<file path="src/rtl/ofdm_tx_frame_serializer.sv">
// rtl/ofdm_tx_frame_serializer.sv - ping-pong frame buffer streaming FRAME_W words LSB-first in OUT_W-bit beats
module ofdm_tx_frame_serializer #(
    parameter  int FRAME_W = 224,
    parameter  int OUT_W   = 1,
    parameter  int CNT_W   = 16,
    localparam int BEATS   = FRAME_W / OUT_W,
    localparam int PTR_W   = (BEATS > 1) ? $clog2(BEATS) : 1
) (
    input  logic               clk,
    input  logic               nreset,
    input  logic [FRAME_W-1:0] din,
    input  logic               din_valid,
    output logic               din_ready,
    input  logic               flush,
    output logic [OUT_W-1:0]   dout,
    output logic               dout_valid,
    input  logic               dout_ready,
    output logic               dout_last,
    output logic [PTR_W-1:0]   dout_idx,
    output logic               buff_full,
    output logic               buff_empty,
    output logic [CNT_W-1:0]   frames_sent
);

    logic [FRAME_W-1:0] bank0;
    logic [FRAME_W-1:0] bank1;
    logic [FRAME_W-1:0] rd_bank;
    logic [1:0]         full;
    logic [1:0]         full_nxt;
    logic               wr_sel;
    logic               rd_sel;
    logic [PTR_W-1:0]   rd_ptr;
    logic               wr_fire;
    logic               rd_fire;
    logic               rd_at_last;

    assign din_ready  = ~(full[0] & full[1]) & ~flush & nreset;
    assign wr_fire    = din_valid & din_ready;
    assign rd_at_last = (rd_ptr == PTR_W'(BEATS - 1));
    assign rd_fire    = dout_valid & dout_ready;

    // All stream outputs come from registered state; dout_ready only steers the next state.
    assign rd_bank    = rd_sel ? bank1 : bank0;
    assign dout       = rd_bank[rd_ptr*OUT_W +: OUT_W];
    assign dout_valid = full[rd_sel];
    assign dout_last  = dout_valid & rd_at_last;
    assign dout_idx   = rd_ptr;
    assign buff_full  = full[0] & full[1];
    assign buff_empty = ~(full[0] | full[1]);

    // A last-beat read and a write never hit the same bank: the write needs a free bank.
    always_comb begin
        full_nxt = full;
        if (rd_fire && rd_at_last) begin
            full_nxt[rd_sel] = 1'b0;
        end
        if (wr_fire) begin
            full_nxt[wr_sel] = 1'b1;
        end
    end

    always_ff @(posedge clk or negedge nreset) begin
        if (!nreset) begin
            bank0       <= '0;
            bank1       <= '0;
            full        <= '0;
            wr_sel      <= 1'b0;
            rd_sel      <= 1'b0;
            rd_ptr      <= '0;
            frames_sent <= '0;
        end else if (flush) begin
            bank0  <= '0;
            bank1  <= '0;
            full   <= '0;
            wr_sel <= 1'b0;
            rd_sel <= 1'b0;
            rd_ptr <= '0;
        end else begin
            full <= full_nxt;
            if (wr_fire) begin
                if (wr_sel) begin
                    bank1 <= din;
                end else begin
                    bank0 <= din;
                end
                wr_sel <= ~wr_sel;
            end
            if (rd_fire) begin
                if (rd_at_last) begin
                    rd_ptr      <= '0;
                    rd_sel      <= ~rd_sel;
                    frames_sent <= frames_sent + 1'b1;
                end else begin
                    rd_ptr <= rd_ptr + 1'b1;
                end
            end
        end
    end

endmodule

</file>
<file path="config.mk">
export PLATFORM = sky130hd
export DESIGN_NAME = ofdm_tx_frame_serializer
export DESIGN_NICKNAME = d
export VERILOG_FILES = /design/src/rtl/ofdm_tx_frame_serializer.sv
export SDC_FILE = /design/constraint.sdc
export NUM_CORES = 1
export LEC_CHECK = 0
export ABC_AREA = 0
export BUFFER_PORTS_ARGS = -buffer_cell sky130_fd_sc_hd__buf_2
export CORE_AREA = 2 2 216 218
export DETAILED_ROUTE_END_ITERATION = 6
export DIE_AREA = 0 0 218 220
export PLACE_DENSITY = 0.69
export SYNTH_ARGS = -nofsm -noshare
export SYNTH_HDL_FRONTEND = slang
export SYNTH_SLANG_ARGS = --single-unit
</file>
<file path="constraint.sdc">
create_clock -name clk -period 2.7 [get_ports clk]
set_input_delay 0.27 -clock clk [delete_from_list [all_inputs] [get_ports clk]]
set_output_delay 0.27 -clock clk [all_outputs]
set_load 0.03 [all_outputs]
</file>
Word-level counts from Yosys, hierarchy flattened
Cells that the tools add are included.

storage, ports and cells
  bits of input ports = 229
  output and inout bits = 30
  bits in registers = 476

operators by class
  bitwise operators = 15
  $lt $le $gt $ge = 4
  add/sub/neg operators = 2
  multiplexer cells = 24
  eq/ne operators = 2
  reduce and logical (&&, ||, !) cells = 11
  shift operators = 1

operators by type and width
  operator               count
  $mux 224               7
  $shiftx 224x9->1       1
  $mux 8                 3
  $add 16x1->16 const B  1
  $mux 1                 9
  $add 8x1->8 const B    1
  $eq 8x8->1 const B     1
  $reduce_bool 2->1      4
  $and 1x1->1            6
  $mux 2                 3
  $reduce_and 2->1       3
  $not 1->1              5
  $lt 1x2->1 const B     2
  $logic_and 1x1->1      3
  $reduce_and 3->1       1
  $and 2x2->2            1
  $demux 1 s1            2
  $ge 1x1->1 const B     2
  $ne 2x2->1 const B     1
  $not 2->2              1
  $or 2x2->2             1
  $or 1x1->1             1

Longest topological paths before layout
Gate-level depths: netlist of run 1.

  word-level depth = 10
  depth in mapped cells = 12
  gate-level depth less buffers = 8

Least setup slack after synthesis of run 1
Ideal clock, no wire load.

  kind = register to output
  from = register rd_ptr[0] (netlist: dout_idx[0])
  to = output dout
  slack = -0.223 ns
  arrival time = 2.653 ns
  data required time = 2.430 ns
  path buffers = 5
  stages on the path, launching flop included = 11
  cell sequence = dfrtp_1 -> buf_4 -> buf_6 -> buf_6 -> buf_6 -> buf_4 -> a211oi_1 -> a211oi_1 -> a211oi_1 -> or3b_1 -> a31oi_1

between the ends
  cells in the longest elaborated chain, start to end = 1

ends and longest elaborated chain
  what                      line  source
  start: declaration        32    logic [PTR_W-1:0] rd_ptr;
  start signal: assignment  94    rd_ptr <= rd_ptr + 1'b1;
  $shiftx 224x9->1          44    assign dout = rd_bank[rd_ptr*OUT_W +: OUT_W];
  end: declaration          15    output logic [OUT_W-1:0] dout,

Every way passes these cells.

Worst setup path after layout of run 1
Ends and elaborated chain as after synthesis.

==> results of run 1 <==
[registers in the layout, summed over array words and instances, names as in the netlist]
register,count
bank0,224
bank1,224
dout_idx,8
full,2
frames_sent,16
wr_sel,1
rd_sel,1
[tightest hold or removal path, stage by stage]
cell and delay [ns]:
buf_2 0.16, nand3_1 0.09, a21oi_1 0.07
[logic make-up (layout without fill, tap and decap cells)]
kind of cell	count (synthesis)	after routing	synth area share, %
other	0	2	0
and+or+nand+nor	1016	1016	17.8
buffers and inverters	197	703	4.16
xor gates and xnor gates	19	19	0.738
DFF	476	476	52.8
AOI/OAI and AO/OA	538	538	12.8
muxes	135	135	11.6
adders and majority gates	2	2	0.111
[per-layer routing]
metal / wire length, µm / part of all wire [%]
met5: 0 / 0
met4: 3080 / 4.4
met3: 4750 / 6.8
met2: 33500 / 48
met1: 28900 / 41
[metrics by stage]
| step | setup WS (ns) | cell area (µm²) | util [%] |
|---|---|---|---|
| floorplan | 0.0119 | 22600 | - |
| global placement | -0.355 | 24900 | 54.2 |
| detailed placement | -0.362 | 24900 | 54.2 |
| CTS | -0.756 | 29100 | 63.5 |
| global route | -0.857 | 29400 | 64.2 |
| finish | -0.797 | 29400 | 64.2 |
[power by group through the flow]
stage | clock network (mW) | registers (mW) | logic [mW]
2_1_floorplan | 0 | 7.44 | 0.488
3_3_place_gp | 0 | 7.47 | 1.03
3_5_place_dp | 0 | 7.47 | 1.05
4_1_cts | 7.27 | 7.34 | 1.32
5_1_grt | 7.58 | 7.35 | 1.47
6_report | 7.18 | 7.34 | 1.36
[final cells by class]
type / count / area share [%]
Clock buffer: 82 / 5.55
Timing Repair Buffer: 607 / 17.1
Antenna cell: 2 / 0.0170
Inverter: 3 / 0.0382
Clock inverter: 11 / 0.365
Sequential cell: 476 / 40.5
Tap cell: 607 / 2.58
Multi-Input combinational cell: 1710 / 33.9
[final timing paths]
kind                                        startpoint                     endpoint  slack [ns]  depth (start not counted)
min reg2reg                frames_sent[15]$_DFFE_PN0P_  frames_sent[15]$_DFFE_PN0P_        0.48                          1
max                            dout_idx[0]$_DFFE_PN0P_                         dout       -0.80                         11
min in group asynchronous                       nreset       bank0[214]$_DFFE_PN0P_        0.40                          3
min                                         dout_ready      dout_idx[1]$_DFFE_PN0P_        0.05                          3
max in group asynchronous                       nreset       bank0[173]$_DFFE_PN0P_        0.81                          4
max reg2reg                         rd_sel$_DFFE_PN0P_  frames_sent[15]$_DFFE_PN0P_        0.13                         12
[layout by cell type (no fill, tap or decap), types with 7 or more instances in the layout]
| master | netlist | routed |
|---|---|---|
| mux2i_1 | 30 | 30 |
| nor2_1 | 23 | 19 |
| clkbuf_8 | 0 | 20 |
| dlygate4sd3_1 | 0 | 225 |
| a22oi_2 | 1 | 8 |
| nor3_1 | 11 | 8 |
| a22oi_1 | 19 | 12 |
| clkbuf_16 | 0 | 55 |
| dfrtp_1 | 476 | 473 |
| mux4_2 | 99 | 99 |
| buf_4 | 8 | 81 |
| clkbuf_1 | 126 | 9 |
| xnor2_1 | 14 | 13 |
| buf_6 | 12 | 7 |
| nand2_1 | 921 | 920 |
| nor2b_1 | 16 | 14 |
| a21oi_1 | 472 | 467 |
| buf_12 | 2 | 28 |
| clkinv_2 | 0 | 8 |
| nand3_1 | 11 | 8 |
| a211oi_1 | 9 | 8 |
| buf_2 | 37 | 254 |
[timing repair]
| item | CTS | global route |
|---|---|---|
| resized for setup | 39 | 28 |
| setup endpoints to repair | 10 | 11 |
| pin swaps | 14 | 10 |
| hold buffers | 225 | 0 |
| gates cloned | 2 | 2 |
| hold endpoints to repair | 487 | 0 |
| buffers inserted | 6 | 13 |
==> metrics.md, run 1 <==
| Metric | Value |
|---|---|
| Synthesis-to-layout area growth | 30.5% |
| Worst-path clk slew | 0.06 ns |
| PortBufs | 258 |
| Vias per cell | 5.75 |
| Top FF cell, synth | dfrtp_1 |
| Std-Cell Core Area | 45900 µm² |
| Clock skew | 0.0127 ns |
| CP Cell Sequence | buf_12 -> clkbuf_16 -> or3b_4 -> buf_4 -> o221ai_1 -> a21oi_1 -> a21oi_1 -> a41o_1 -> nor4_4 -> a31oi_4 -> buf_6 |
| Power share of the clock group | 45.2% |
| Worst hold path type | in -> reg |
| Worst-Margin Slew | 1.23 ns |
| Register share of total power | 46.2% |
| Vias in the first global route | 19700 |
| Internal cell power | 12.2 mW |
| Cell family with most CP delay | compound AO/OA/AOI/OAI gates |
| Global placement routability congestion | 0.839 |
| Clock root cell | clkbuf_16 |
| Largest net degree at the start of global routing | 261 |
| Routed length per instance | 20.1 µm |
| Iter 0 DRT Violations | 2065 |
| Inserted Clock Buffers | 50 |
| Comb power frac | 8.6% |
| DPL Wire Length | 43.1 mm |
| Layout cells sized above 1 | 21.5% |
| Crit-path max cell delay | 0.57 ns |
| Tmin final | 3.50 ns |
| Slowest cell on the critical path | dfrtp_4 |
| Post-synth EDFFs | 0 |
| H-tree levels | 2 |
| Failing checks | negative setup slack |
| Post-synthesis sequential area ratio | 52.8% |
| Most common cell on crit path | a21oi_1 |
| Outcome | complete, but fails checks |
| DRC | 0 |
| Synth cell count leaders | 921 x nand2_1, 476 x dfrtp_1, 472 x a21oi_1 |
| Max IR drop VDD | 407 µV |
| Met3 Usage GRT | 4.11% |
| Synth unique cells | 61 |
| CTS tree | yes |
| Multi-input logic area | 9980 µm² |
| Number of synthesized register bits | 476 |
| First-pass GRT wire length | 109 mm |
| CP arrival | 3.23 ns |
| Die Ht | 220 µm |
| Achievable Freq | 286 MHz |
| GRT Total Usage | 29.1% |
| PD cells | 539 nW/µm² |
| Mapped Avg Cell Area | 9.47 µm² |
| Max FO, Critical Path | 7 |
| First-pass DRT Iterations | 6 |
| Row count | 79 |
| Fin Setup TNS | -0.797 ns |
| Post-route ant nets | 0 |
| Total Die Area | 48000 µm² |
| Worst setup margin | -0.797 ns |
| Top cell type's share of synthesized area | 52.8% |
| Leak | 12.4 nW |
| GRT overflow | 0 |
| CP Launch Type | flip-flop |
| Max Cap Violations | 0 |
| Initial antenna violation count | 2 |
| Cell Area, Synth | 22600 µm² |
| Non-Filler Instances | 3498 |
| Buf+Inv Stages, Crit Path | 4 |
| Final net count | 3079 |
| Ys Warns | 0 |
| Reg area | 11900 µm² |
| Cells after Synth | 2383 |
| DRT Wirelength | 70.3 mm |
| Final period util | 130% |
| Hold WS | 0.0508 ns |
| RSZ-0062 raised after global routing | true |
| Clock Sinks | 476 |
| Syn Nets | 2614 |
| Pins over their slew limit | 0 |
| Clk_lat worst skew | 0.59 ns |
| Initial core utilization | 49.2% |
| Pwr Total | 15.9 mW |
| Type of the worst setup path | reg -> out |
| Main area contributors after synthesis | dfrtp_1 53%, nand2_1 15%, a21oi_1 10%, mux4_2 9.9%, clkbuf_1 2.1% |
| Grt met2 use | 45.2% |
| Final Setup Violations | 1 |
| Slew Limit Headroom | 18.0% |
| Asr flop ratio synth | 100% |
| Fill cells | 3632 |
| Global Route met1 Usage | 40.6% |
| Sw frac | 23.4% |
| Count leader, synth | nand2_1 |
| Worst setup EP type | output pin |
| Clock buffer depth | 3 |
| GRT Max-Usage Layer | met2 |
| Chip width | 218 µm |
| Fin. Hold Viols | 0 |
| Post-synth top area cell | dfrtp_1 |
| WP data required | 2.43 ns |
| P_sw | 3.72 mW |
| I/O Pins | 259 |
| Via count | 20100 |
| Inst Count DP | 3156 |
(Power assumes the default switching activity.)
==> inputs of run 2 (changes only) <==
Settings changed: SKIP_LAST_GASP set to 1.
==> run 2 against run 1 <==
The flow still finishes with violations (negative setup slack). Core utilization is 0.42 points lower. Cell count is 0.23% lower. Critical path depth unchanged. Final area is 0.65% lower. Register-to-register slack hardly changed. Fmax rose by 0.51%. Sequential share of layout area is 0.27 points higher. Global-route usage is essentially flat. Hold slack worse by 0.0024 ns.
==> metrics.md, run 2 (same netlist as run 1, synthesis figures left out) <==
| Metric | Value |
|---|---|
| Outcome | complete, but fails checks (unchanged) |
| Failing checks | negative setup slack (unchanged) |
| Routed length per instance | 20.0 µm (was 20.1 µm) |
| Hold WS | 0.0484 ns (was 0.0508 ns) |
| Cell family with most CP delay | compound AO/OA/AOI/OAI gates (unchanged) |
| Vias in the first global route | 19700 (about the same) |
| PortBufs | 258 (unchanged) |
| Vias per cell | 5.73 (was 5.75) |
| Inst Count DP | 3156 (unchanged) |
| Synthesis-to-layout area growth | 29.7% (was 30.5%) |
| Total Die Area | 48000 µm² (unchanged) |
| Row count | 79 (unchanged) |
| Largest regs | bank0: 224 flops, bank1: 224 flops, frames_sent: 16 flops (unchanged) |
| Max Cap Violations | 0 (unchanged) |
| Post-route ant nets | 0 (unchanged) |
| WP data required | 2.43 ns (about the same) |
| PD cells | 542 nW/µm² (was 539 nW/µm²) |
| Final Setup Violations | 2 (was 1) |
| GRT Total Usage | 29.1% (about the same) |
| Pins over their slew limit | 0 (unchanged) |
| Worst setup EP type | output pin (unchanged) |
| Layout cells sized above 1 | 21.0% (was 21.5%) |
| CTS tree | yes (unchanged) |
| DRT Wirelength | 70.0 mm (was 70.3 mm) |
| Worst-Margin Slew | 1.25 ns (was 1.23 ns) |
| CP Launch Type | flip-flop (unchanged) |
| Clock buffer depth | 3 (unchanged) |
| Buf+Inv Stages, Crit Path | 4 (unchanged) |
| Pre-CTS WS | -0.362 ns (unchanged) |
| Fin. Hold Viols | 0 (unchanged) |
| DRC | 0 (unchanged) |
| First-pass GRT wire length | 109 mm (about the same) |
| Leak | 12.3 nW (was 12.4 nW) |
| Clock root cell | clkbuf_16 (unchanged) |
| Fill cells | 3646 (was 3632) |
| Worst-path clk slew | 0.06 ns (about the same) |
| H-tree levels | 2 (unchanged) |
| Crit-path max cell delay | 0.54 ns (was 0.57 ns) |
| Initial core utilization | 49.2% (unchanged) |
| Iter 0 DRT Violations | 2120 (was 2065) |
| Tmin final | 3.48 ns (was 3.50 ns) |
| Type of the worst setup path | reg -> out (unchanged) |
| Via count | 20000 (was 20100) |
| DPL Wire Length | 43.1 mm (unchanged) |
| Achievable Freq | 287 MHz (was 286 MHz) |
| Worst setup margin | -0.779 ns (was -0.797 ns) |
| GRT overflow | 0 (unchanged) |
| Pwr Total | 15.9 mW (about the same) |
| Chip width | 218 µm (unchanged) |
| Largest net degree at the start of global routing | 261 (unchanged) |
| Slew Limit Headroom | 17.0% (was 18.0%) |
| Final net count | 3070 (was 3079) |
| Final period util | 129% (was 130%) |
| Std-Cell Core Area | 45900 µm² (unchanged) |
| RSZ-0062 raised after global routing | true (unchanged) |
| Max FO, Critical Path | 6 (was 7) |
| I/O Pins | 259 (unchanged) |
| Initial antenna violation count | 3 (was 2) |
| Global placement routability congestion | 0.839 (unchanged) |
| Final Util | 63.8% (was 64.2%) |
| Worst hold path type | in -> reg (unchanged) |
| First-pass DRT Iterations | 6 (unchanged) |
| Clock Sinks | 476 (unchanged) |
| CP Cell Sequence | buf_4 -> clkbuf_16 -> or3b_4 -> buf_4 -> o221ai_1 -> a21oi_1 -> a21oi_1 -> a41o_1 -> nor4_4 -> a31oi_4 -> buf_6 (was buf_12 -> clkbuf_16 -> or3b_4 -> buf_4 -> o221ai_1 -> a21oi_1 -> a21oi_1 -> a41o_1 -> nor4_4 -> a31oi_4 -> buf_6) |
| CP arrival | 3.21 ns (was 3.23 ns) |
| Slowest cell on the critical path | dfrtp_4 (unchanged) |
| Most common cell after layout, fill and taps aside | nand2_1 (unchanged) |
| Most frequent cells in the layout | 921 x nand2_1, 473 x dfrtp_1, 467 x a21oi_1, 254 x buf_2, 225 x dlygate4sd3_1 (was 920 x nand2_1, 473 x dfrtp_1, 467 x a21oi_1, 254 x buf_2, 225 x dlygate4sd3_1) |
| Die Ht | 220 µm (unchanged) |
| Clk_lat worst skew | 0.58 ns (was 0.59 ns) |
| Max IR drop VDD | 410 µV (was 407 µV) |
| Clock skew | 0.0103 ns (was 0.0127 ns) |
| Inserted Clock Buffers | 50 (unchanged) |
| Non-Filler Instances | 3490 (was 3498) |
## run 2: layout make-up
class / instances / area [µm²] / share of cell area [%]
Inverter: 3 / 11.3 / 0.0385
Clock inverter: 11 / 108 / 0.368
Multi-Input combinational cell: 1710 / 9920 / 33.9
Clock buffer: 82 / 1640 / 5.59
Antenna cell: 3 / 7.51 / 0.0257
Sequential cell: 476 / 11900 / 40.8
Tap cell: 607 / 759 / 2.60
Timing Repair Buffer: 598 / 4890 / 16.7
## run 2: through the flow
step                TNS, ns  cell area (µm²)
global placement     -0.431            24900
floorplan                 0            22600
CTS                  -0.782            29100
global route          -1.07            29300
detailed placement   -0.800            24900
finish               -0.811            29300
## run 2: report_power, final
group          internal [mW]  total, mW  switching, mW
clock                   4.31       7.17           2.86
combinational          0.585       1.34          0.759
sequential              7.26       7.34         0.0781
total                   12.2       15.9           3.70
## run 2: metal layers
layer	track usage, %	vias up	share of wire (%)
li1	-	9005	-
met1	40.5	9814	40
met5	0	-	0
met4	14.0	0	4.8
met3	4.50	196	7.8
met2	45.0	993	47
## run 2: final timing paths
path | startpoint | to | slack (ns) | depth (start not counted)
setup / recovery | dout_idx[0]$_DFFE_PN0P_ | dout | -0.78 | 11
hold / removal | dout_ready | dout_idx[1]$_DFFE_PN0P_ | 0.05 | 3
setup reg to reg | rd_sel$_DFFE_PN0P_ | frames_sent[13]$_DFFE_PN0P_ | 0.12 | 12
hold reg to reg | frames_sent[15]$_DFFE_PN0P_ | frames_sent[15]$_DFFE_PN0P_ | 0.48 | 1
max in group asynchronous | nreset | bank0[163]$_DFFE_PN0P_ | 0.84 | 4
min in group asynchronous | nreset | bank0[214]$_DFFE_PN0P_ | 0.40 | 3
## run 2: tightest hold or removal path, delay by kind of cell
kind            cells  cell delay, ns
buf+inv             1            0.15
simple gates        1            0.09
compound gates      1            0.07
## run 2: repair_timing
| action | 4_1_cts | 5_1_grt |
|---|---|---|
| hold buffers | 225 | 0 |
| pin swaps | 14 | 6 |
| endpoints found under the hold margin | 487 | 0 |
| setup endpoints to repair | 10 | 11 |
| setup buffers | 6 | 5 |
| resized for setup | 36 | 14 |
| gates cloned | 2 | 1 |
